$ cat config.mk
export PLATFORM = sky130hd
export DESIGN_NAME = clasificador_pulsaciones
export DESIGN_NICKNAME = d
export VERILOG_FILES = /design/src/rtl/clasificador_pulsaciones.sv
export SDC_FILE = /design/constraint.sdc
export NUM_CORES = 1
export LEC_CHECK = 0
export ABC_AREA = 1
export CAP_MARGIN = 20
export CORE_UTILIZATION = 44
export CTS_BUF_LIST = sky130_fd_sc_hd__clkbuf_8
export CTS_CLUSTER_DIAMETER = 150
export DETAILED_ROUTE_END_ITERATION = 8
export GPL_ROUTABILITY_DRIVEN = 1
export SYNTH_ARGS = -nofsm -noshare
export SYNTH_HDL_FRONTEND = slang
export SYNTH_SLANG_ARGS = --single-unit
export TNS_END_PERCENT = 5
$ cat constraint.sdc
create_clock -name clk -period 4.15 [get_ports clk]
set_input_delay 1.0375 -clock clk [delete_from_list [all_inputs] [get_ports clk]]
set_output_delay 1.0375 -clock clk [all_outputs]
set_load 0.03 [all_outputs]
$ cat src/rtl/clasificador_pulsaciones.sv
// rtl/clasificador_pulsaciones.sv - press/release/short/long/auto-repeat event pulses from a debounced button level
// Every output is registered; pulses are one clock wide and come from the next-state logic.

module clasificador_pulsaciones #(
  parameter int CICLOS_LARGA         = 27_000_000,
  parameter int CICLOS_REPETICION    = 5_400_000,
  parameter int HABILITAR_REPETICION = 1,
  parameter int ANCHO_CONTEO         = 8
) (
  input  logic                    clk,
  input  logic                    rst,
  input  logic                    entradaSincronizada,
  output logic                    pulsoSubida,
  output logic                    pulsoBajada,
  output logic                    pulsacionCorta,
  output logic                    pulsacionLarga,
  output logic                    pulsoRepeticion,
  output logic                    presionado,
  output logic [ANCHO_CONTEO-1:0] conteoPulsaciones
);

  localparam int CICLOS_MAX = (CICLOS_LARGA > CICLOS_REPETICION) ? CICLOS_LARGA : CICLOS_REPETICION;
  localparam int ANCHO_TEMP = $clog2(CICLOS_MAX);
  localparam logic [ANCHO_TEMP-1:0] FIN_LARGA      = ANCHO_TEMP'(CICLOS_LARGA - 1);
  localparam logic [ANCHO_TEMP-1:0] FIN_REPETICION = ANCHO_TEMP'(CICLOS_REPETICION - 1);

  typedef enum logic [1:0] {
    REPOSO,
    PRESIONADO,
    LARGO
  } estado_t;

  estado_t                 estado, estado_sig;
  logic                    previo;
  logic [ANCHO_TEMP-1:0]   temporizador, temporizador_sig;
  logic [ANCHO_CONTEO-1:0] conteo_sig;
  logic                    subida, bajada;
  logic                    subida_sig, bajada_sig, corta_sig, larga_sig, repeticion_sig;

  assign subida = entradaSincronizada & ~previo;
  assign bajada = ~entradaSincronizada & previo;

  always_comb begin
    estado_sig       = estado;
    temporizador_sig = temporizador;
    conteo_sig       = conteoPulsaciones;
    subida_sig       = 1'b0;
    bajada_sig       = 1'b0;
    corta_sig        = 1'b0;
    larga_sig        = 1'b0;
    repeticion_sig   = 1'b0;

    case (estado)
      REPOSO: begin
        // A level already high out of reset has no rise, so it is ignored until re-pressed.
        if (subida) begin
          estado_sig       = PRESIONADO;
          temporizador_sig = '0;
          subida_sig       = 1'b1;
          conteo_sig       = conteoPulsaciones + ANCHO_CONTEO'(1);
        end
      end

      PRESIONADO: begin
        if (bajada) begin
          estado_sig       = REPOSO;
          temporizador_sig = '0;
          bajada_sig       = 1'b1;
          corta_sig        = 1'b1;
        end else if (entradaSincronizada) begin
          if (temporizador == FIN_LARGA) begin
            estado_sig       = LARGO;
            temporizador_sig = '0;
            larga_sig        = 1'b1;
          end else begin
            temporizador_sig = temporizador + ANCHO_TEMP'(1);
          end
        end
      end

      LARGO: begin
        if (bajada) begin
          estado_sig       = REPOSO;
          temporizador_sig = '0;
          bajada_sig       = 1'b1;
        end else if (entradaSincronizada) begin
          if (temporizador == FIN_REPETICION) begin
            temporizador_sig = '0;
            repeticion_sig   = (HABILITAR_REPETICION != 0);
          end else begin
            temporizador_sig = temporizador + ANCHO_TEMP'(1);
          end
        end
      end

      default: begin
        estado_sig       = REPOSO;
        temporizador_sig = '0;
      end
    endcase
  end

  always_ff @(posedge clk) begin
    if (rst) begin
      estado            <= REPOSO;
      temporizador      <= '0;
      previo            <= entradaSincronizada;
      conteoPulsaciones <= '0;
      pulsoSubida       <= 1'b0;
      pulsoBajada       <= 1'b0;
      pulsacionCorta    <= 1'b0;
      pulsacionLarga    <= 1'b0;
      pulsoRepeticion   <= 1'b0;
      presionado        <= 1'b0;
    end else begin
      estado            <= estado_sig;
      temporizador      <= temporizador_sig;
      previo            <= entradaSincronizada;
      conteoPulsaciones <= conteo_sig;
      pulsoSubida       <= subida_sig;
      pulsoBajada       <= bajada_sig;
      pulsacionCorta    <= corta_sig;
      pulsacionLarga    <= larga_sig;
      pulsoRepeticion   <= repeticion_sig;
      presionado        <= (estado_sig != REPOSO);
    end
  end

endmodule

-- After elaboration in Yosys (flattened, before gate mapping)
Cells that the tools add are included.
- register bits: 42
- input bits: 3
- output and inout bits: 14
- logic and storage cells: 55
- add/subtract/negate cells: 2
- eq/ne operators: 7
- mux-type cells: 18
- bitwise operators: 8
- reductions and logical operators: 10
- operators by type and width (operator ; count):
    2-to-1 mux 25 bit ; 7
    case mux 25 bit (3 select lines) ; 1
    adder 25 x 1 -> 25 bit, second input constant ; 1
    == test 25 x 23 -> 1 bit, second input constant ; 1
    == test 25 bit, second input constant ; 1
    2-to-1 mux 2 bit ; 5
    adder 8 x 1 -> 8 bit, second input constant ; 1
    OR reduction 2 bit ; 4
    OR reduction 4 bit ; 2
    != test 3 bit, second input constant ; 2
    inverter 1 bit ; 6
    case mux 2 bit (3 select lines) ; 1
    2-to-1 mux 1 bit ; 4
    AND reduction 3 bit ; 1
    bitwise AND 1 bit ; 2
    == test 2 x 1 -> 1 bit, second input constant ; 1
    == test 2 bit, second input constant ; 1
    zero test 2 bit ; 1
    != test 2 bit, second input constant ; 1
    AND reduction 2 bit ; 1
    nonzero test 2 bit ; 1

-- Logic depth before layout (Yosys ltp)
Gate-level depths: netlist of the first run.
- depth in word-level cells: 6
- gate-level depth with buffers: 11
- mapped depth without buffers: 10

-- Worst setup path before layout of the first run
No wires, ideal clock.
- kind: input port to flip-flop
- from: input entradaSincronizada
- to: register conteoPulsaciones[7]
- library setup time: 0.115 ns
- arrival: 1.782 ns
- required time: 4.035 ns
- setup slack: 2.254 ns
- cell stages on the path: 6
- path buffers: 0
- cell sequence: nand3_4 nor3_1 nand3_1 nor2_1 a21oi_1 o21a_1
- word-level cells in the longest chain between the ends: 2
- ends and longest elaborated chain (item ; RTL line ; text):
    from (decl) ; 12 ; input logic entradaSincronizada,
    bitwise AND 1 bit ; 40 ; assign subida = entradaSincronizada & ~previo;
    AND reduction 2 bit (no source line) ; -- ;
    to (signal assigned) ; 119 ; conteoPulsaciones <= conteo_sig;
    to (decl) ; 19 ; output logic [ANCHO_CONTEO-1:0] conteoPulsaciones
Every way passes these cells.
A chain may end at the register's enable or synchronous reset.

-- Final worst setup path of the first run
- from: input entradaSincronizada
- to: register temporizador[21]
- word-level cells in the longest chain between the ends: 4
- elaborated cells on any way between the ends: 10
- those cells by class: eq/ne: 3; mux: 3; bitwise: 3; reduce/logical: 1
- ends and longest elaborated chain (item ; RTL line ; text):
    inverter 1 bit (no source line) ; -- ;
    bitwise AND 1 bit ; 41 ; assign bajada = ~entradaSincronizada & previo;
    != test 3 bit (no source line) (tied with other cells) ; -- ;
    AND reduction 3 bit (no source line) / case mux 25 bit (3 select lines) (equally long branches) ; -- ;
    to (signal assigned) ; 117 ; temporizador <= temporizador_sig;
    to (decl) ; 35 ; logic [ANCHO_TEMP-1:0] temporizador, temporizador_sig;
Several ways; a longest one is shown, not always the timed one.

==> results of run 1 <==
sequential cells by signal (all words and copies together), names as in the netlist:
| register | flops |
|---|---|
| estado | 2 |
| pulsacionLarga | 1 |
| pulsoRepeticion | 1 |
| pulsoBajada | 1 |
| pulsacionCorta | 1 |
| conteoPulsaciones | 8 |
| temporizador | 25 |
| previo | 1 |
| presionado | 1 |
| pulsoSubida | 1 |
layout by cell type, fill, tap and decap left out, drive strengths merged, types with 11 or more instances in the layout:
cell type / netlist / final
inv: 39 / 40
nand3: 30 / 30
clkdlybuf4s50: 0 / 16
o21ai: 11 / 11
nor3: 11 / 11
nand2: 101 / 101
a21oi: 32 / 32
nand4: 13 / 13
dfxtp: 42 / 42
nor2: 61 / 61
cell type report:
cell class	instances	area [um^2]
Tap cell	72	90.09
Timing Repair Buffer	18	175.2
Clock buffer	5	68.82
Sequential cell	42	840.8
Inverter	39	146.4
Clock inverter	3	41.29
Fill cell	599	2726
Multi-Input combinational cell	290	1451
power by group through the flow:
stage / sequential (uW) / combinational, uW / clock, uW
after floorplan: 426 / 43.8 / 0
after global placement: 420 / 66.5 / 0
after detailed placement: 420 / 67.5 / 0
after CTS: 411 / 67.6 / 337
after global routing: 412 / 74.1 / 352
final: 411 / 66.7 / 328
stage by stage:
step	power, uW	hold slack (ns)	setup slack [ns]
global placement	486.5	0.4751	1.314
global route	837.5	0.5194	1.359
detailed placement	487.8	0.4827	1.257
finish	805.7	0.4910	1.565
floorplan	469.7	0.4609	2.254
CTS	815.6	0.4958	1.561
worst max-delay path, stage by stage:
cell,delay (ns)
clkdlybuf4s50_1,0.62
inv_2,0.10
o211ai_2,0.09
nand2_4,0.22
nor3_4,0.16
buf_4,0.30
nand3_1,0.11
a21oi_1,0.16
path summary, 6_finish.rpt:
path                       to           startpoint  depth (start not counted)  slack, ns
min reg2reg   temporizador[1]      temporizador[1]                          2       0.49
max          temporizador[21]  entradaSincronizada                          8       1.56
min           temporizador[1]      temporizador[1]                          2       0.49
max reg2reg  temporizador[21]            estado[0]                          8       2.16
layer usage:
layer  routed length (um)  up-vias  GRT usage, %
met1                 2982     1150         29.85
met5                    0        -             0
li1                     -     1270             -
met2                 2854       43         36.11
met4                   72        0         7.222
met3                  275        5         3.529
cells by family after synthesis:
logic type,synth area share (%)
simple gates,40.70
compound gates,10.11
flops,33.15
xor+xnor,3.454
buf+inv,9.620
fa+ha+maj,2.960
==> summary.md, run 1 <==
| Metric | Value |
|---|---|
| Die Height | `77.92 um` |
| Starting Density | `about 46%` |
| Fmax | `between 300 and 400 MHz` |
| Worst Setup End Kind | `register` |
| GP Congestion | `slightly above 0.9` |
| Ys Warns | `0` |
| # Post-CTS Setup Buffers | `0` |
| # clock sinks | `42` |
| Die width | `~78 um` |
| Tightest Hold Check Type | `reg -> reg` |
| Commonest cells in the netlist | `nand2_1 (95), nor2_1 (56), dfxtp_1 (42)` |
| Clock power frac | `40.8%` |
| Total Routing Usage GR | `22.18%` |
| Net Sw Frac | `25.14%` |
| Avg Inst Size Synth | `6.570 um^2` |
| Top-count cell post-synth | `nand2_1` |
| Vias | `roughly 2.5k` |
| Share of cells above drive strength 1 | `under 10%` |
| Global-route wire length before repair | `10670 um` |
| Post-DP Area | `~0.0027 mm^2` |
| Post-synthesis cell area | `approximately 0.0025 mm^2` |
| Post-DR vias/cell | `roughly 5.3` |
| Peak supply drop | `about 0.16 mV` |
| Setup CP Type | `in -> reg` |
| Clk_lat worst skew | `around 0.3 ns` |
| FF+latch count, synth | `between 40 and 50` |
| Final net count | `405` |
| Status | `completed` |
| Routed Antenna Nets | `0` |
| Net Count, Synth | `395` |
| Layout area overhead | `10.95%` |
| Final hold vios | `0` |
| Sequential share of power | `51.0%` |
| Switch Pwr | `around 200 uW` |
| CP max FO | `27` |
| CTS Hold Bufs | `0` |
| PD cells | `around 290 mW/mm^2` |
| Cells after DPL | `~460` |
| Number of antenna diodes | `0` |
| Maximum clock insertion buffer count | `2` |
| Synth Flop Type | `dfxtp_1` |
| Largest net degree at the start of global routing | `28` |
| EDFF count, synth | `0` |
| FFs w/ async S/R, synth | `0%` |
| Pint | `~600 uW` |
| Core area | `approximately 0.0055 mm^2` |
| PortBufs | `16` |
| Req. time, crit path | `approximately 4.4 ns` |
| Total grt overflow | `0` |
| CTS tree | `yes` |
| Post_cts resized | `0` |
| Rel. slew slack | `64.42%` |
| Yosys top cell by area | `dfxtp_1` |
| CTS Buf Count | `5` |
| Final instance area | `between 0.002 and 0.003 mm^2` |
| Library cells used by synthesis | `34` |
| Cells after synthesis | `approximately 390` |
| RSZ-0062 raised after global routing | `no` |
| Worst Path Arrival | `around 2.8 ns` |
| Number of I/O pins | `17` |
| Combinational fraction of design power | `8.3%` |
| Clk slew on worst S/H paths | `approximately 0.08 ns` |
| Final number of max-transition violations | `0` |
| Final core utilization | `roughly half` |
| Non-filler cells, final | `roughly 470` |
| Drt drc | `0` |
| Post-DR wirelength/cell | `13.19 um` |
| Max-Cap Viols | `0` |
| LEAKAGE | `0.0009659 uW` |
| Drt pass-1 iters | `4` |
| Setup TNS | `0 ns` |
| Die area | `~0.0061 mm^2` |
| Sequential area share after synthesis | `around a third` |
| Max Clock Skew | `about 0.0036 ns` |
| Root buf cell | `clkbuf_8` |
| Crit start category | `primary input` |
| Final Cycle Share | `between 60 and 70%` |
| Min Tclk post-route | `roughly 2.6 ns` |
| # setup viols final | `0` |
| Routed WL | `between 6000 and 7000 um` |
| Number of DRC markers in iteration 0 | `~150` |
| Vias in the first global route | `2291` |
| Placed wire-length estimate | `4465 um` |
| FP Rows | `27` |
| Ranking of synthesized cells by area | `dfxtp_1 (33%), nand2_1 (14%), nor2_1 (8.3%), a21oi_1 (6.3%), inv_1 (5.6%)` |
| Initial antenna violation count | `0` |
| Top-area cell type share of the netlist area | `approximately 33%` |
| H-Tree Depth | `2` |
| Worst slew pin tran | `0.5320 ns` |
Note: power is estimated with default switching activity, not from simulation.
==> inputs of run 2 (changes only) <==
clock period = 2.15 ns   (was 4.15 ns; I/O delays follow)
==> run 2 against run 1 <==
  * Via count increased by 1.1%
  * Wire length increased by 0.16%
  * Final cell count increased by 1.5%
  * Sequential share of layout area decreased by 0.43 points
  * Critical path depth decreased by 7
  * Worst hold slack got worse by 0.0013 ns
  * Die area unchanged
  * Register-to-register slack got worse by 1.8 ns
  * Largest power group unchanged
==> summary.md, run 2 (synthesis results as in run 1) <==
| Metric | Value |
|---|---|
| Routed Antenna Nets | `0 (unchanged)` |
| Top reg by flops | `temporizador` |
| Rel. slew slack | `73.01% (+8.6 points)` |
| Die width | `77.92 um (unchanged)` |
| Placed wire-length estimate | `4644 um (+4.0%)` |
| Post_cts resized | `0 (unchanged)` |
| CTS Buf Count | `5 (unchanged)` |
| Post-DP Area | `0.002769 mm^2 (+2.4%)` |
| Min Tclk post-route | `just under 2 ns` |
| Largest net degree at the start of global routing | `26 (-7.1%)` |
| Number of I/O pins | `17 (unchanged)` |
| Total grt overflow | `0 (unchanged)` |
| Status | `completed` |
| Commonest non-fill, non-tap cell in the layout | `nand2_1` |
| Worst slew pin tran | `0.4044 ns (-0.1276 ns)` |
| Tightest Hold Check Type | `reg -> reg` |
| Die Height | `77.92 um (unchanged)` |
| Global-route wire length before repair | `10950 um (+2.7%)` |
| Starting Density | `45.78% (unchanged)` |
| Root buf cell | `clkbuf_8` |
| Buf+Inv Stages, Crit Path | `1 (-2)` |
| Initial antenna violation count | `0 (unchanged)` |
| # Post-CTS Setup Buffers | `0 (unchanged)` |
| Final hold vios | `0 (unchanged)` |
| Final number of max-transition violations | `0 (unchanged)` |
| GP Congestion | `0.9089 (-2.8%)` |
| Top flop regs | `temporizador x25, conteoPulsaciones x8, estado x2` |
| H-Tree Depth | `2 (unchanged)` |
| Fmax | `519.1 MHz` |
| CP max FO | `5 (-81%)` |
| RSZ-0062 raised after global routing | `no` |
| Setup TNS | `0 ns (unchanged)` |
| Final net count | `412 (+1.7%)` |
| Routed WL | `6195 um (+0.16%)` |
| LEAKAGE | `0.0009961 uW (+3.1%)` |
| Worst Path Arrival | `1.39 ns (-1.43 ns)` |
| Post-DR vias/cell | `5.244 (-0.35%)` |
| Area of the multi-input gates | `0.001451 mm^2 (unchanged)` |
| Share of cells above drive strength 1 | `8.168% (+1.6 points)` |
| # fillers | `559 (-6.7%)` |
| Max Clock Skew | `0.009317 ns (+0.005702 ns)` |
| Vias in the first global route | `2255 (-1.6%)` |
| FP Rows | `27 (unchanged)` |
| Maximum clock insertion buffer count | `2 (unchanged)` |
| Layout area overhead | `12.58%` |
| Vias | `2496 (+1.1%)` |
| Die area | `0.006072 mm^2 (unchanged)` |
| CP top delay family | `buffers and inverters` |
| Clk_lat worst skew | `0.30 ns (about the same)` |
| Number of antenna diodes | `0 (unchanged)` |
| Setup CP Type | `reg -> out` |
| Post-DR wirelength/cell | `13.01 um (-1.3%)` |
| CP Cell Sequence | `clkdlybuf4s50_1` |
| Setup WS pre-CTS | `0.03756 ns (-1.219 ns)` |
| Number of DRC markers in iteration 0 | `177 (+16%)` |
| Slowest stage delay, CP | `0.69 ns (+0.07 ns)` |
| Drt drc | `0 (unchanged)` |
| Core area | `0.005540 mm^2 (unchanged)` |
| Max-Cap Viols | `0 (unchanged)` |
| Final Cycle Share | `between 80 and 90%` |
| # clock sinks | `42 (unchanged)` |
| Req. time, crit path | `1.61 ns (-2.77 ns)` |
| Crit start category | `register` |
| PD cells | `507.3 mW/mm^2 (+77%)` |
| Crit path max-delay cell type | `clkdlybuf4s50_1` |
| PortBufs | `16 (unchanged)` |
| Reg area | `840.8 um^2 (unchanged)` |
| Total Routing Usage GR | `22.66% (+0.48 points)` |
| CTS Hold Bufs | `0 (unchanged)` |
| Most frequent cells in the layout | `nand2_1 (95), nor2_1 (56), dfxtp_1 (42), inv_1 (39), a21oi_1 (32)` |
| Final instance area | `0.002855 mm^2 (+1.5%)` |
| Drt pass-1 iters | `5 (+1)` |
| Worst Setup End Kind | `output pin` |
| Max reg flops | `25 (unchanged)` |
| Peak supply drop | `0.2723 mV (+74%)` |
| # setup viols final | `0 (unchanged)` |
| Post-route setup slack | `0.2235 ns (-1.341 ns)` |
| Clk slew on worst S/H paths | `0.08 ns (about the same)` |
| CTS tree | `yes` |
run 2: cell count changes in the layout (fill, tap and decap cells not counted), sizes merged:
cell | before | now
bufinv | 1 | 0
clkinv | 0 | 2
clkinvlp | 1 | 0
buf | 2 | 9
run 2: area by class of cell:
type	instances	area share (%)
Clock inverter	3	0.6135
Timing Repair Buffer	25	8.414
Sequential cell	42	29.45
Tap cell	72	3.155
Clock buffer	5	2.410
Multi-Input combinational cell	290	50.83
Inverter	39	5.127
run 2: metrics by stage:
stage	power, uW	util (%)	hold WS (ns)	instances
after floorplan	906.6	-	0.4609	386
final	1449	51.54	0.4896	476
after detailed placement	956.0	49.98	0.4795	468
after global placement	955.1	49.98	0.4690	468
after global routing	1508	51.54	0.5054	476
after CTS	1472	51.54	0.4920	476
run 2: power breakdown:
part	internal, uW	leakage, uW	switching [uW]
combinational	49.0	0.000607	95.6
clock	225	0.0000493	287
sequential	786	0.000339	6.37
total	1060	0.000996	389
run 2: path summary, 6_finish.rpt:
check                           slack (ns)                    to  depth (start not counted)            startpoint
worst max-delay path                  0.22  conteoPulsaciones[4]                          1  conteoPulsaciones[4]
worst min-delay path                  0.49  conteoPulsaciones[1]                          2  conteoPulsaciones[1]
worst max register to register        0.36      temporizador[11]                         10       temporizador[1]
worst min register to register        0.49  conteoPulsaciones[1]                          2  conteoPulsaciones[1]
run 2: tightest hold or removal path: cells and delay by family, from the launching register on:
family / cells / cell delay (ns)
buffers and inverters: 1 / 0.06
DFF: 1 / 0.34
AOI/OAI and AO/OA: 1 / 0.05
run 2: metal layers:
layer | routed length (um) | GRT usage [%]
met1 | 3203 | 33.00
met3 | 254 | 4.000
met2 | 2652 | 33.89
met4 | 85 | 6.667
met5 | 0 | 0
==> inputs of run 3 (changes only) <==
CAP_MARGIN = 0   (was 20)
==> results of run 3 <==
No change in the layout: final DEF, timing and power equal those of run 2.
